## config.mk

```make
export PLATFORM = sky130hd
export DESIGN_NAME = pid_sequencer
export DESIGN_NICKNAME = d
export VERILOG_FILES = /design/src/rtl/motion_ctrl_pkg.sv /design/src/rtl/pid_sequencer.sv
export SDC_FILE = /design/constraint.sdc
export NUM_CORES = 1
export LEC_CHECK = 0
export ABC_AREA = 1
export ABC_CLOCK_PERIOD_IN_PS = 1700
export BUFFER_PORTS_ARGS = -buffer_cell sky130_fd_sc_hd__buf_2
export CAP_MARGIN = 40
export CORE_ASPECT_RATIO = 0.7
export CORE_UTILIZATION = 45
export DETAILED_ROUTE_END_ITERATION = 12
export GPL_TIMING_DRIVEN = 0
export PLACE_DENSITY = 0.85
export REMOVE_ABC_BUFFERS = 1
export SLEW_MARGIN = 20
export SYNTH_ARGS = -nofsm -noshare
export SYNTH_HDL_FRONTEND = slang
export SYNTH_SLANG_ARGS = --single-unit
```

## constraint.sdc

```tcl
create_clock -name clk -period 1.7 [get_ports clk]
set_input_delay 0.085 -clock clk [delete_from_list [all_inputs] [get_ports clk]]
set_output_delay 0.085 -clock clk [all_outputs]
set_load 0.05 [all_outputs]
```

## src/rtl/motion_ctrl_pkg.sv

```systemverilog
// rtl/motion_ctrl_pkg.sv - shared ALU operand codes, sequencer states and saturation limits
package motion_ctrl_pkg;

    // ALU src1 operand select codes
    localparam logic [2:0] SRC1_ACCUM     = 3'd0;
    localparam logic [2:0] SRC1_ITERM     = 3'd1;
    localparam logic [2:0] SRC1_ERR_DIV16 = 3'd2;
    localparam logic [2:0] SRC1_ERR       = 3'd3;
    localparam logic [2:0] SRC1_FWD       = 3'd4;

    // ALU src0 operand select codes
    localparam logic [2:0] SRC0_A2D    = 3'd0;
    localparam logic [2:0] SRC0_INTGRL = 3'd1;
    localparam logic [2:0] SRC0_ICOMP  = 3'd2;
    localparam logic [2:0] SRC0_PCOMP  = 3'd3;
    localparam logic [2:0] SRC0_PTERM  = 3'd4;

    // 12-bit signed saturation limits applied by the ALU
    localparam logic [11:0] SAT_POS = 12'h7FF;
    localparam logic [11:0] SAT_NEG = 12'h800;

    // One state per ALU step, plus idle and the result-valid cycle
    typedef enum logic [2:0] {
        ST_IDLE = 3'd0,
        ST_ERR  = 3'd1,
        ST_INTG = 3'd2,
        ST_ICMP = 3'd3,
        ST_PCMP = 3'd4,
        ST_ACC  = 3'd5,
        ST_OUT  = 3'd6,
        ST_DONE = 3'd7
    } seq_state_t;

endpackage

```

## src/rtl/pid_sequencer.sv

```systemverilog
// rtl/pid_sequencer.sv - per-sample PID step sequencer driving the motion-control ALU
module pid_sequencer
    import motion_ctrl_pkg::*;
#(
    parameter int          MULT_CYCLES = 2,
    parameter logic [13:0] PTERM_VAL   = 14'h3680,
    parameter logic [11:0] ITERM_VAL   = 12'h500
) (
    input  logic               clk,
    input  logic               rst,
    input  logic               go,
    input  logic               clr_intgrl,
    input  logic [11:0]        a2d_res,
    input  logic [11:0]        fwd,
    input  logic [15:0]        dst,
    output logic [2:0]         src1sel,
    output logic [2:0]         src0sel,
    output logic               multiply,
    output logic               sub,
    output logic               mult2,
    output logic               mult4,
    output logic               saturate,
    output logic [15:0]        accum,
    output logic [15:0]        pcomp,
    output logic [13:0]        pterm,
    output logic signed [11:0] error,
    output logic signed [11:0] intgrl,
    output logic signed [11:0] icomp,
    output logic [11:0]        iterm,
    output logic [11:0]        a2d_q,
    output logic [11:0]        fwd_q,
    output logic               busy,
    output logic               done,
    output logic signed [11:0] drive
);

    // Multiply steps last MULT_CYCLES cycles; the counter runs 0..MULT_CYCLES-1
    localparam logic [1:0] CNT_LAST = 2'(MULT_CYCLES - 1);

    seq_state_t state;
    seq_state_t state_nxt;
    logic [1:0] step_cnt;
    logic       mult_step;
    logic       step_last;

    assign pterm = PTERM_VAL;
    assign iterm = ITERM_VAL;

    // Only the two multiply steps span more than one cycle
    assign mult_step = (state == ST_ICMP) || (state == ST_PCMP);
    assign step_last = !mult_step || (step_cnt == CNT_LAST);

    // State register
    always_ff @(posedge clk) begin
        if (rst) begin
            state <= ST_IDLE;
        end else begin
            state <= state_nxt;
        end
    end

    // Step-cycle counter: advances inside a multiply step, clears on its final cycle
    always_ff @(posedge clk) begin
        if (rst) begin
            step_cnt <= 2'd0;
        end else if (mult_step && !step_last) begin
            step_cnt <= step_cnt + 2'd1;
        end else begin
            step_cnt <= 2'd0;
        end
    end

    // Next-state and ALU control decode; controls are held for the whole step
    always_comb begin
        state_nxt = state;
        src1sel   = 3'd0;
        src0sel   = 3'd0;
        multiply  = 1'b0;
        sub       = 1'b0;
        mult2     = 1'b0;
        mult4     = 1'b0;
        saturate  = 1'b0;
        busy      = 1'b0;
        done      = 1'b0;
        case (state)
            ST_IDLE: begin
                if (go) begin
                    state_nxt = ST_ERR;
                end
            end
            ST_ERR: begin
                busy      = 1'b1;
                src1sel   = SRC1_FWD;
                src0sel   = SRC0_A2D;
                sub       = 1'b1;
                saturate  = 1'b1;
                state_nxt = ST_INTG;
            end
            ST_INTG: begin
                busy      = 1'b1;
                src1sel   = SRC1_ERR_DIV16;
                src0sel   = SRC0_INTGRL;
                saturate  = 1'b1;
                state_nxt = ST_ICMP;
            end
            ST_ICMP: begin
                busy     = 1'b1;
                src1sel  = SRC1_ITERM;
                src0sel  = SRC0_INTGRL;
                multiply = 1'b1;
                if (step_last) begin
                    state_nxt = ST_PCMP;
                end
            end
            ST_PCMP: begin
                busy     = 1'b1;
                src1sel  = SRC1_ERR;
                src0sel  = SRC0_PTERM;
                multiply = 1'b1;
                if (step_last) begin
                    state_nxt = ST_ACC;
                end
            end
            ST_ACC: begin
                busy      = 1'b1;
                src1sel   = SRC1_FWD;
                src0sel   = SRC0_PCOMP;
                state_nxt = ST_OUT;
            end
            ST_OUT: begin
                busy      = 1'b1;
                src1sel   = SRC1_ACCUM;
                src0sel   = SRC0_ICOMP;
                saturate  = 1'b1;
                state_nxt = ST_DONE;
            end
            ST_DONE: begin
                done      = 1'b1;
                state_nxt = ST_IDLE;
            end
            default: begin
                state_nxt = ST_IDLE;
            end
        endcase
    end

    // Operand latch, integrator clear and dst capture on each step's final cycle
    always_ff @(posedge clk) begin
        if (rst) begin
            a2d_q  <= 12'd0;
            fwd_q  <= 12'd0;
            error  <= 12'sd0;
            intgrl <= 12'sd0;
            icomp  <= 12'sd0;
            pcomp  <= 16'd0;
            accum  <= 16'd0;
            drive  <= 12'sd0;
        end else begin
            case (state)
                ST_IDLE: begin
                    // The clear lands before INTG even when go arrives in the same cycle
                    if (clr_intgrl) begin
                        intgrl <= 12'sd0;
                    end
                    if (go) begin
                        a2d_q <= a2d_res;
                        fwd_q <= fwd;
                    end
                end
                ST_ERR:  error  <= dst[11:0];
                ST_INTG: intgrl <= dst[11:0];
                ST_ICMP: begin
                    if (step_last) begin
                        icomp <= dst[11:0];
                    end
                end
                ST_PCMP: begin
                    if (step_last) begin
                        pcomp <= dst;
                    end
                end
                ST_ACC:  accum <= dst;
                ST_OUT:  drive <= dst[11:0];
                default: begin
                end
            endcase
        end
    end

endmodule

```

## Word level (Yosys, flattened, before mapping)

Cells that the tools add are included.

| word-level totals | value |
|---|---|
| output and inout bits | 143 |
| latch bits | 0 |
| logic and storage cells | 55 |
| memory bits (read-only) | 0 |
| RAM bits | 0 |
| input port bits | 44 |
| memories kept | 0 |
| flip-flop bits (word level) | 109 |

| cells by class | value |
|---|---|
| bitwise gates (word level) | 1 |
| $add $sub $neg | 1 |
| multiplexer cells | 13 |
| shifts and indexed selects | 0 |
| multipliers | 0 |
| equal/unequal tests | 12 |
| reductions and logical operators | 18 |
| div/mod/pow operators | 0 |
| $lt $le $gt $ge | 0 |

Operator list:

| operator | count |
|---|---|
| 12-bit one-hot mux with 2 select lines | 1 |
| 3-bit one-hot mux with 4 select lines | 2 |
| 3-bit one-hot mux with 8 select lines | 1 |
| 3-bit equality test (second input constant) | 4 |
| 12-bit 2-to-1 mux | 1 |
| 3-bit 2-to-1 mux | 3 |
| 2-bit inequality test (second input constant) | 4 |
| 2-bit AND reduction | 4 |
| 2-bit OR reduction | 4 |
| 3-bit by 2-bit equality test with 1-bit output (second input constant) | 2 |
| 6-bit OR reduction | 1 |
| 1-bit 2-to-1 mux | 5 |
| 3-bit by 1-bit equality test with 1-bit output (second input constant) | 1 |
| 3-bit zero test | 1 |
| 3-bit AND reduction | 1 |
| 3-bit OR reduction | 1 |
| 2-bit by 1-bit adder with 2-bit output (second input constant) | 1 |
| 2-bit by 1-bit equality test with 1-bit output (second input constant) | 1 |
| 1-bit zero test | 2 |
| 1-bit logical OR | 2 |
| 2-bit nonzero test | 1 |
| 1-bit logical AND | 1 |
| 1-bit inverter | 1 |

## Longest topological paths before layout

Gate-level depths: netlist of the first run.

| logic depth | value |
|---|---|
| depth in word-level cells | 8 |
| mapped depth | 8 |
| mapped depth without buffers | 8 |

## Least setup slack after synthesis of the first run

Ideal clock, no wire load.

| timing | value |
|---|---|
| path kind | flip-flop to output port |
| start point | reg state[0] |
| end point | out busy |
| cell stages (with the launch flop) | 5 |
| path slack | -45 ps |
| arrival time | 1,660 ps |
| buffers on the path | 0 |
| data required time | 1,615 ps |
| cells stage by stage | dfxtp_1 > nand2_1 > nor2_1 > o21bai_1 > inv_1 |

| between the ends | value |
|---|---|
| word-level cells in the longest chain between the ends | 3 |

RTL lines:

| item | line | source |
|---|---|---|
| from (decl) | pid_sequencer.sv:40 | `seq_state_t state;` |
| from (signal assigned) | pid_sequencer.sv:58 | `state <= state_nxt;` |
| 3-bit by 2-bit equality test with 1-bit output, or another cell as far along | pid_sequencer.sv:85 | `case (state)` |
| 6-bit OR reduction (no source line) * | - |  |
| 1-bit 2-to-1 mux * | pid_sequencer.sv:85 |  |
| to (decl) | pid_sequencer.sv:32 | `output logic busy,` |

Mark *: on every way between the ends. The rest lies on a longest branch, timed or not.

## Worst setup path in the final report of the first run

| timing | value |
|---|---|
| start point | reg state[1] |
| end point | out src0sel[2] |

| between the ends | value |
|---|---|
| word-level cells in the longest chain between the ends | 3 |

RTL lines:

| item | line | source |
|---|---|---|
| 3-bit by 2-bit equality test with 1-bit output | pid_sequencer.sv:85 |  |
| 2-bit OR reduction (no source line) | - |  |
| 3-bit one-hot mux with 4 select lines * | pid_sequencer.sv:85 |  |
| to (decl) | pid_sequencer.sv:17 | `output logic [2:0] src0sel,` |

Marked as above.

==> impl_results.md, run 1 <==
- Final setup vio count: 0
- Clock network power share: 0.329
- Root Buffer Master: clkbuf_16
- Int Pwr: 4.23 mW
- Logic pwr share: 0.243
- Synth Area in Adders: 0.00293
- Post-layout instance area: 5420 um2
- GRT overflow: 0
- MaxCap Viol Count: 0
- Pre-Repair DR Iteration Count: 5
- Synthesized instance count: 541
- I/O pin total: 187
- Compound-Gate Fraction of Synth Area: 0.160
- Relative slew slack: 0.508
- Nets: 725
- First-pass GRT wire length: 18700 um
- Worst EP arrival: 1.55 ns
- Worst setup SP type: flip-flop
- Initial core utilization: 0.467
- Vias in the first global route: 3702
- Mapped cell area: 4270 um2
- Worst-path maximum fanout: 18
- Post-Synth XOR/XNOR Area: 0
- Gpl congestion: 0.777
- Max clock buf depth: 2
- Reg-to-Reg Start: state[1]
- Status: finished, final reports clean
- Slew @ Worst Pin: 0.739 ns
- Critical path type: flip-flop to primary output
- Clock tree sinks: 109
- # diodes: 0
- IO Port Bufs: 158
- Hold_buf cts: 0
- Total Routing Usage GR: 0.245
- Most common library cell in the layout ignoring fill and taps: buf_2
- Worst Path Required: 1.62 ns
- Detailed placement HPWL: 8340 um
- Clock tree skew after final layout: 0.00566 ns
- DRC violations left: 0
- Crit. End Element: primary output
- Simple-gate area share of the yosys netlist: 0.198
- P&R area growth vs syn: 26.8%
- Overall routed net length: 12100 um
- Placement Rows: 29
- Yosys warns: 0
- Initial drt markers: 315
- Clk slew on worst S/H paths: 0.07 ns
- Post-layout util: 0.593
- Wire per inst: 14.9 um
- Min-Delay Startpoint: dst[13]
- Die W: 118 um
- Main combinational cell family by area after synthesis: simple AND/OR/NAND/NOR gates
- Hold_ws: 0.0108 ns
- Number of routed nets with antenna violations: 0
- VDD IR-drop max: 0.629 mV
- Die ar.: 9890 um2
- Sequential Power Share: 0.427
- Largest net degree at the start of global routing: 73
- Post-route minimum period: 1.63 ns
- Vias: 4094
- Syn Area/Cell: 7.90 um2
- HP Class: primary input to flip-flop
- Core area: 9140 um2
- Power per cell area: 1210 nW/um2
- Fin. Hold Viols: 0
- Most frequent cells in the layout: buf_2 (151), dfxtp_1 (106), a21oi_1 (94)
- Sequential share of the synthesized area: 0.511
- Vias/cell: 5.06
- Final period util: 0.961
- Slew Limit Fails: 0
- CTS tree: done
- Sw frac: 0.353
- Unique masters post-synth: 25
- Share of cells above drive strength 1: 0.298
- Psw: 2.31 mW
- Initial antenna violation count: 0
- Fill count: 857
- Highest Clock Rate: 612 MHz
- Worst skew pair latency: 0.35 ns
- Setup crit start: state[1]
- Dpl cell area: 4960 um2
- Flops & latches, synth: 109
- Die Height: 83.5 um
- Leak pwr: 2.46 nW
- RSZ-0062 raised after global routing: yes
- Cts bufs inserted: 9
- H-Tree Depth: 3
- Mux share of post-synthesis cell area: 0
==> cell type report <==
type | count | area [um2] | area share
tap | 124 | 155 | 0.0286
timing repair buffer | 166 | 900 | 0.166
sequential | 109 | 2190 | 0.405
inverter | 38 | 161 | 0.0298
clock inverter | 6 | 72.6 | 0.0134
multi-input combinational | 356 | 1700 | 0.313
clock buffer | 10 | 239 | 0.0441
==> cell usage after synthesis, drive strengths merged <==
cell | number | area share
nand2 | 97 | 0.089
a21oi | 95 | 0.11
o21ai | 38 | 0.045
dfxtp | 109 | 0.51
buf | 48 | 0.078
conb | 2 | 0.0018
o21bai | 1 | 0.0018
nor2 | 31 | 0.033
a31oi | 1 | 0.0015
nand3 | 63 | 0.074
inv | 37 | 0.033
ha | 1 | 0.0029
clkbuf | 16 | 0.014
clkinv | 1 | 0.0012
nand3b | 1 | 0.0018
==> routing by layer <==
| layer | vias to the layer above | track usage | part of all wire |
|---|---|---|---|
| li1 | 1985 | - | - |
| met2 | 172 | 0.399 | 0.47 |
| met3 | 17 | 0.0704 | 0.073 |
| met5 | - | 0 | 0 |
| met1 | 1920 | 0.316 | 0.44 |
| met4 | 0 | 0.0736 | 0.018 |
==> critical path, stage by stage, from the launching register on <==
cell and delay [ns]:
dfxtp_4 0.41, nor2_4 0.22, nand2_2 0.13, inv_4 0.20
buf_4 0.24
==> flip-flops by register name, summed over array words and instances (netlist names), 3 cells and up <==
register,cells
icomp,12
error,12
pcomp,16
accum,16
state,3
a2d_q,12
intgrl,12
drive,12
fwd_q,12
==> path summary, 6_finish.rpt <==
kind                 endpoint  slack (ns)  cells after the start
setup reg to reg     pcomp[0]        0.12                      6
hold reg to reg   step_cnt[0]        0.44                      1
setup / recovery   src0sel[2]        0.07                      4
hold / removal      pcomp[13]        0.01                      3
==> stage by stage <==
stage               total power, mW  instances  setup TNS, ns  setup slack [ns]
global placement               4.32        785         -54.61            -0.977
detailed placement             4.36        787         -20.46            -0.469
CTS                            6.55        806              0            0.0147
finish                         6.54        809              0            0.0655
floorplan                      3.95        503          -9.03            -0.405
global route                   6.81        809      -0.000487         -0.000487
==> cells by family (layout without fill, tap and decap cells) <==
kind of cell	Yosys count	count (layout)
and+or+nand+nor	192	192
AOI/OAI and AO/OA	135	135
buffers and inverters	102	220
adders and majority gates	1	1
other	2	28
DFF	109	109
==> what timing repair did <==
item                                    in CTS  in global routing
setup buffers                                3                  2
resized for setup                           24                  4
pin swaps                                    2                  1
cloned                                       0                  0
endpoints found under the setup margin      88                 25
==> power groups by stage <==
stage / combinational (mW) / sequential [mW] / clock (mW)
6_report: 1.59 / 2.80 / 2.16
5_1_grt: 1.69 / 2.81 / 2.30
4_1_cts: 1.57 / 2.79 / 2.18
3_5_place_dp: 1.51 / 2.85 / 0
3_3_place_gp: 1.48 / 2.84 / 0
2_1_floorplan: 0.639 / 3.32 / 0
Note: power is estimated with default switching activity, not from simulation.
==> inputs of run 2 (changes only) <==
--- a/config.mk
+++ b/config.mk
@@ -5,7 +5,7 @@
 export SDC_FILE = /design/constraint.sdc
 export NUM_CORES = 1
 export LEC_CHECK = 0
-export ABC_AREA = 1
+export ABC_AREA = 0
 export ABC_CLOCK_PERIOD_IN_PS = 1700
 export BUFFER_PORTS_ARGS = -buffer_cell sky130_fd_sc_hd__buf_2
 export CAP_MARGIN = 40
@@ -15,7 +15,6 @@
 export GPL_TIMING_DRIVEN = 0
 export PLACE_DENSITY = 0.85
 export REMOVE_ABC_BUFFERS = 1
-export SLEW_MARGIN = 20
 export SYNTH_ARGS = -nofsm -noshare
 export SYNTH_HDL_FRONTEND = slang
 export SYNTH_SLANG_ARGS = --single-unit
==> run 2 against run 1 <==
  * Die area fell by 1.8%
  * Final cell count down 2.1%
  * Clock-buffer cell count is 1 higher
  * Total power decreased by 6.3%
  * Cell area up 2.7%
  * Utilization increased by 2.3 points
  * Clock power is essentially flat
  * Worst hold slack improved by 0.0019 ns
  * Critical path depth unchanged
  * Synthesized cell count decreased by 7.8%
  * Critical endpoint is now multiply
==> impl_results.md, run 2 <==
- Share of the synthesized area in the top cell type: 0.520 (was 0.511)
- Leak pwr: 2.52 nW (was 2.46 nW)
- Core area: 9030 um2 (was 9140 um2)
- Cell type with the largest total area after synthesis: dfxtp_1 (unchanged)
- Worst setup SP type: flip-flop (unchanged)
- Cell breakdown of the critical path: nand2_2 -> o22a_2 -> inv_1 -> buf_2 (was nor2_4 -> nand2_2 -> inv_4 -> buf_4)
- Buf+Inv Stages, Crit Path: 2 (unchanged)
- Status: finished, final reports clean (unchanged)
- Root Buffer Master: clkbuf_16 (unchanged)
- Initial drt markers: 189 (was 315)
- Unique masters post-synth: 35 (was 25)
- Number of routed nets with antenna violations: 0 (unchanged)
- Ys flop type: dfxtp_1 (unchanged)
- Relative slew slack: 0.501 (was 0.508)
- Clock tree sinks: 109 (unchanged)
- Highest Clock Rate: 615 MHz (was 612 MHz)
- Slew Limit Fails: 0 (unchanged)
- VDD IR-drop max: 0.852 mV (was 0.629 mV)
- DRC violations left: 0 (unchanged)
- Initial core utilization: 0.464 (was 0.467)
- Slew @ Worst Pin: 0.748 ns (was 0.739 ns)
- CP max stage cell: dfxtp_4 (unchanged)
- Critical path type: flip-flop to primary output (unchanged)
- Biggest regs: accum x16, pcomp x16 (unchanged)
- Worst-path maximum fanout: 22 (was 18)
- Nets: 708 (was 725)
- Vias: 3981 (was 4094)
- Final setup vio count: 0 (unchanged)
- Detailed placement HPWL: 7660 um (was 8340 um)
- Worst Path Required: 1.62 ns (about the same)
- Largest net degree at the start of global routing: 98 (was 73)
- Placement Rows: 29 (unchanged)
- P&R area growth vs syn: 32.7% (was 26.8%)
- Async S/R FF share, synth: 0 (unchanged)
- Crit path max-delay family: flip-flops (was buffers and inverters)
- Fin. Hold Viols: 0 (unchanged)
- Cts bufs inserted: 9 (unchanged)
- Vias in the first global route: 3520 (was 3702)
- CTS tree: done (unchanged)
- Vias/cell: 5.03 (was 5.06)
- Die ar.: 9710 um2 (was 9890 um2)
- Worst EP arrival: 1.54 ns (was 1.55 ns)
- Count leader, synth: nand2_1 (was dfxtp_1)
- Worst skew pair latency: 0.35 ns (about the same)
- I/O pin total: 187 (unchanged)
- Top post-synthesis cells by area: dfxtp_1 (52%), nand2_1 (15%), a21oi_1 (10%) (was dfxtp_1 (51%), a21oi_1 (11%), nand2_1 (8.1%))
- Synth cell count leaders: nand2_1 (162), dfxtp_1 (109), a21oi_1 (84) (was dfxtp_1 (109), a21oi_1 (94), nand2_1 (92))
- Initial antenna violation count: 0 (unchanged)
- Most common library cell in the layout ignoring fill and taps: nand2_1 (was buf_2)
- Post-synth EDFFs: 0 (unchanged)
- HP Class: primary input to flip-flop (unchanged)
- Sequential share of the synthesized area: 0.520 (was 0.511)
- Synthesized instance count: 499 (was 541)
- Mapped cell area: 4190 um2 (was 4270 um2)
- Clock tree skew after final layout: 0.00732 ns (was 0.00566 ns)
- Hold_ws: 0.0127 ns (was 0.0108 ns)
- Share of cells above drive strength 1: 0.296 (was 0.298)
- IO Port Bufs: 158 (unchanged)
- Syn Area/Cell: 8.40 um2 (was 7.90 um2)
- Die W: 117 um (was 118 um)
- Flops & latches, synth: 109 (unchanged)
- Die Height: 82.8 um (was 83.5 um)
- Total Routing Usage GR: 0.238 (was 0.245)
- Most frequent cells in the layout: nand2_1 (161), buf_2 (156), dfxtp_1 (106) (was buf_2 (151), dfxtp_1 (106), a21oi_1 (94))
- Max clock buf depth: 2 (unchanged)
- Wire per inst: 15.0 um (was 14.9 um)
- Gpl congestion: 0.882 (was 0.777)
- First-pass GRT wire length: 17700 um (was 18700 um)
- Overall routed net length: 11900 um (was 12100 um)
- RSZ-0062 raised after global routing: yes (unchanged)
- Crit. End Element: primary output (unchanged)
- GRT overflow: 0 (unchanged)
- Post-route minimum period: 1.63 ns (about the same)
- # diodes: 0 (unchanged)
- Clk slew on worst S/H paths: 0.07 ns (about the same)
- Pre-Repair DR Iteration Count: 4 (was 5)
- Setup_tns: 0 ns (unchanged)
- Max incr delay on CP: 0.52 ns (was 0.41 ns)
- H-Tree Depth: 3 (unchanged)
- Final period util: 0.956 (was 0.961)
- Power per cell area: 1100 nW/um2 (was 1210 nW/um2)
- MaxCap Viol Count: 0 (unchanged)
- Yosys warns: 0 (unchanged)
[run 2: cell count changes after synthesis, moves of 4 or more]
cell / delta
o21ai_0: -38
nand3_1: -63
a21oi_1: -10
inv_1: -28
mux2i_1: +12
nand2_1: +70
a22o_1: +12
inv_2: -4
nand2_2: -4
nor2_1: -8
[run 2: path summary, 6_finish.rpt]
check / from / endpoint / slack, ns / depth (start not counted)
max reg2reg: state[2] / accum[8] / 0.10 / 3
min reg2reg: accum[10] / accum[10] / 0.45 / 2
max: state[1] / multiply / 0.07 / 4
min: a2d_res[1] / a2d_q[1] / 0.01 / 3
[run 2: timing repair]
action	4_1_cts	5_1_grt
endpoints found under the hold margin	28	0
setup buffers	1	2
gates cloned	0	0
endpoints found under the setup margin	92	38
gates resized for setup	9	8
hold buffers	25	0
pin swaps	1	2
[run 2: tightest hold or removal path, delay by kind of cell]
kind | cells | cell delay [ns]
buffers and inverters | 1 | 0.10
and+or+nand+nor | 1 | 0.06
AOI/OAI and AO/OA | 1 | 0.06
[run 2: stage by stage]
| stage | util | cell area [um2] | power (mW) | setup WS [ns] | instances |
|---|---|---|---|---|---|
| floorplan | - | 3880 | 3.60 | -0.544 | 460 |
| global placement | 0.534 | 4820 | 3.88 | -1.56 | 742 |
| detailed placement | 0.545 | 4920 | 3.94 | -0.650 | 748 |
| CTS | 0.610 | 5510 | 6.13 | 0.00176 | 790 |
| global route | 0.616 | 5570 | 6.37 | -0.00519 | 792 |
| finish | 0.616 | 5570 | 6.13 | 0.0740 | 792 |
[run 2: cells by family (layout without fill, tap and decap cells)]
| group | count (synthesis) | in the layout | synth area share |
|---|---|---|---|
| buffers and inverters | 70 | 213 | 0.103 |
| other | 2 | 28 | 0.00179 |
| DFF | 109 | 109 | 0.520 |
| adders and majority gates | 1 | 1 | 0.00298 |
| muxes | 12 | 12 | 0.0286 |
| AOI/OAI and AO/OA | 100 | 100 | 0.133 |
| and+or+nand+nor | 205 | 205 | 0.211 |
[run 2: report_power, final]
group	internal (mW)	switching, mW	total, mW
Combinational	0.331	0.907	1.24
Sequential	2.66	0.0873	2.74
Clock	1.23	0.925	2.15
Total	4.21	1.92	6.13
[run 2: final cells by class]
| type | instances | area (um2) |
|---|---|---|
| inverter | 5 | 18.8 |
| multi-input combinational | 346 | 1740 |
| tap | 124 | 155 |
| clock inverter | 5 | 57.6 |
| sequential | 109 | 2190 |
| timing repair buffer | 192 | 1150 |
| fill | 724 | 3470 |
| clock buffer | 11 | 253 |
[run 2: per-layer routing]
| layer | routed length (um) | GRT usage | vias to the layer above |
|---|---|---|---|
| li1 | - | - | 1901 |
| met1 | 4970 | 0.270 | 1878 |
| met2 | 5900 | 0.426 | 185 |
| met4 | 171 | 0.101 | 0 |
| met5 | 0 | 0 | - |
| met3 | 862 | 0.0687 | 17 |
==> inputs of run 3 (changes only) <==
--- a/config.mk
+++ b/config.mk
@@ -14,7 +14,6 @@
 export DETAILED_ROUTE_END_ITERATION = 12
 export GPL_TIMING_DRIVEN = 0
 export PLACE_DENSITY = 0.85
-export REMOVE_ABC_BUFFERS = 1
 export SYNTH_ARGS = -nofsm -noshare
 export SYNTH_HDL_FRONTEND = slang
 export SYNTH_SLANG_ARGS = --single-unit
==> run 3 against run 2 <==
  * Via count is 5.9% higher
  * Sequential share of layout area decreased by 3.2 points
  * Largest power group unchanged
  * Clock-buffer cell count up 2
  * Largest cell class unchanged
==> impl_results.md, run 3 (synthesis gave the netlist of run 2 again) <==
- Status: finished, final reports clean (unchanged)
- Nets: 777 (was 708)
- Total Routing Usage GR: 0.251 (was 0.238)
- Worst Path Required: 1.62 ns (about the same)
- Power per cell area: 1040 nW/um2 (was 1100 nW/um2)
- Psw: 1.96 mW (was 1.92 mW)
- IO Port Bufs: 157 (was 158)
- Initial antenna violation count: 0 (unchanged)
- Die Height: 82.8 um (unchanged)
- Worst-path maximum fanout: 6 (was 22)
- Slew @ Worst Pin: 0.615 ns (was 0.748 ns)
- Vias: 4216 (was 3981)
- CTS tree: done (unchanged)
- Overall routed net length: 13000 um (was 11900 um)
- Max clock buf depth: 2 (unchanged)
- Buf+Inv Stages, Crit Path: 4 (was 2)
- Cell breakdown of the critical path: buf_8 -> buf_6 -> nand2_1 -> o22a_1 -> inv_1 -> buf_6 (was nand2_2 -> o22a_2 -> inv_1 -> buf_2)
- Finished Layout Cells: 861 (was 792)
- Share of cells above drive strength 1: 0.330 (was 0.296)
- Total Power: 6.28 mW (was 6.13 mW)
- P&R area growth vs syn: 44.3% (was 32.7%)
- Cts bufs inserted: 9 (unchanged)
- MaxCap Viol Count: 0 (unchanged)
- Worst setup SP type: flip-flop (unchanged)
- Int Pwr: 4.33 mW (was 4.21 mW)
- Leak pwr: 2.81 nW (was 2.52 nW)
- Biggest regs: accum x16, pcomp x16 (unchanged)
- Initial core utilization: 0.464 (unchanged)
- Die W: 117 um (unchanged)
- Largest net degree at the start of global routing: 17 (was 98)
- Logic pwr share: 0.233 (was 0.202)
- Worst skew pair latency: 0.35 ns (about the same)
- Gpl congestion: 0.931 (was 0.882)
- Placement Rows: 29 (unchanged)
- Post-layout instance area: 6050 um2 (was 5570 um2)
- Most common library cell in the layout ignoring fill and taps: nand2_1 (unchanged)
- Post-route minimum period: 1.67 ns (was 1.63 ns)
- Vias/cell: 4.90 (was 5.03)
- VDD IR-drop max: 0.677 mV (was 0.852 mV)
- Clock tree skew after final layout: 0.00819 ns (was 0.00732 ns)
- Clk slew on worst S/H paths: 0.07 ns (about the same)
- H-Tree Depth: 3 (unchanged)
- Pre-Repair DR Iteration Count: 4 (unchanged)
- Sequential Power Share: 0.433 (was 0.447)
- Number of routed nets with antenna violations: 0 (unchanged)
- GRT overflow: 0 (unchanged)
- Relative slew slack: 0.590 (was 0.501)
- Slew Limit Fails: 0 (unchanged)
- Vias in the first global route: 3700 (was 3520)
- Clock network power share: 0.334 (was 0.351)
- Root Buffer Master: clkbuf_16 (unchanged)
- Wire per inst: 15.1 um (was 15.0 um)
- I/O pin total: 187 (unchanged)
- Crit path max-delay family: buffers and inverters (was flip-flops)
- Critical Path Most Common Cell: buf_6
- First-pass GRT wire length: 18800 um (was 17700 um)
- Dpl cell area: 5240 um2 (was 4920 um2)
- CP max stage cell: dfxtp_4 (unchanged)
- Sw frac: 0.312 (was 0.313)
- Crit. End Element: primary output (unchanged)
- # diodes: 0 (unchanged)
- Clock tree sinks: 109 (unchanged)
- Fin. Hold Viols: 0 (unchanged)
- Final period util: 0.983 (was 0.956)
- Highest Clock Rate: 598 MHz (was 615 MHz)
- Setup_tns: 0 ns (unchanged)
- HP Class: primary input to flip-flop (unchanged)
- DRC violations left: 0 (unchanged)
- Die ar.: 9710 um2 (unchanged)
- Critical path type: flip-flop to primary output (unchanged)
- Detailed placement HPWL: 9060 um (was 7660 um)
- Max incr delay on CP: 0.41 ns (was 0.52 ns)
- Core area: 9030 um2 (unchanged)
- Worst EP arrival: 1.59 ns (was 1.54 ns)
- DP Cell Count: 806 (was 748)
- Initial drt markers: 173 (was 189)
- Most frequent cells in the layout: nand2_1 (162), buf_2 (158), dfxtp_1 (106) (was nand2_1 (161), buf_2 (156), dfxtp_1 (106))
- Final setup vio count: 0 (unchanged)
==> run 3: changes by cell type in the layout (fill, tap and decap cells not counted), moves of 2 or more <==
| cell | change |
|---|---|
| clkbuf_16 | +2 |
| dlygate4sd3_1 | +2 |
| buf_1 | +2 |
| nor2_1 | -2 |
| buf_8 | +3 |
| nor2_2 | +2 |
| buf_6 | +9 |
| clkbuf_1 | +16 |
| buf_4 | +36 |
| buf_2 | +2 |
==> run 3: timing repair <==
action,in CTS,in global routing
hold endpoints to repair,29,0
pin swaps,2,2
hold buffers,27,0
cloned,0,3
gates resized for setup,23,18
setup buffers,4,6
setup endpoints to repair,19,15
==> run 3: cell type report <==
class                      instances  area, um2
buffer                            64        463
sequential                       109       2190
fill                             712       2990
multi-input combinational        346       1710
clock inverter                     3       43.8
inverter                           5       18.8
clock buffer                      13        250
tap                              124        155
timing repair buffer             197       1220
==> run 3: layer usage <==
layer  up-vias  routed length (um)  global-route usage
li1       2039                   -                   -
met1      1979                5450               0.297
met2       179                6370               0.448
met3        19                1040              0.0865
met4         0                 153              0.0506
met5         -                   0                   0
==> run 3: power groups by stage <==
stage | clock, mW | combinational [mW] | sequential (mW)
2_1_floorplan | 0 | 0.656 | 3.08
3_3_place_gp | 0 | 1.25 | 2.76
3_5_place_dp | 0 | 1.27 | 2.77
4_1_cts | 2.11 | 1.37 | 2.71
5_1_grt | 2.22 | 1.53 | 2.73
6_report | 2.10 | 1.46 | 2.72
==> run 3: worst reg2reg max path, cell delays in order (launching register included) <==
cell	delay, ns
dfxtp_4	0.37
buf_8	0.14
or4b_4	0.54
buf_6	0.15
buf_6	0.13
nand2_1	0.07
a21oi_1	0.07
==> run 3: path summary, 6_finish.rpt <==
path         slack [ns]   startpoint  depth (start not counted)           to
max                0.03     state[0]                          6   src1sel[0]
min                0.02       fwd[7]                          3     fwd_q[7]
max reg2reg        0.10     state[2]                          6     fwd_q[7]
min reg2reg        0.43  step_cnt[0]                          1  step_cnt[0]
==> run 3: stage by stage <==
step / setup slack (ns) / hold slack [ns] / util
floorplan: -0.0941 / 0.211 / -
global placement: -0.0535 / 0.329 / 0.580
detailed placement: -0.0897 / 0.331 / 0.580
CTS: 0.00340 / 0.00612 / 0.652
global route: -0.0187 / 0.0110 / 0.670
finish: 0.0286 / 0.0155 / 0.670
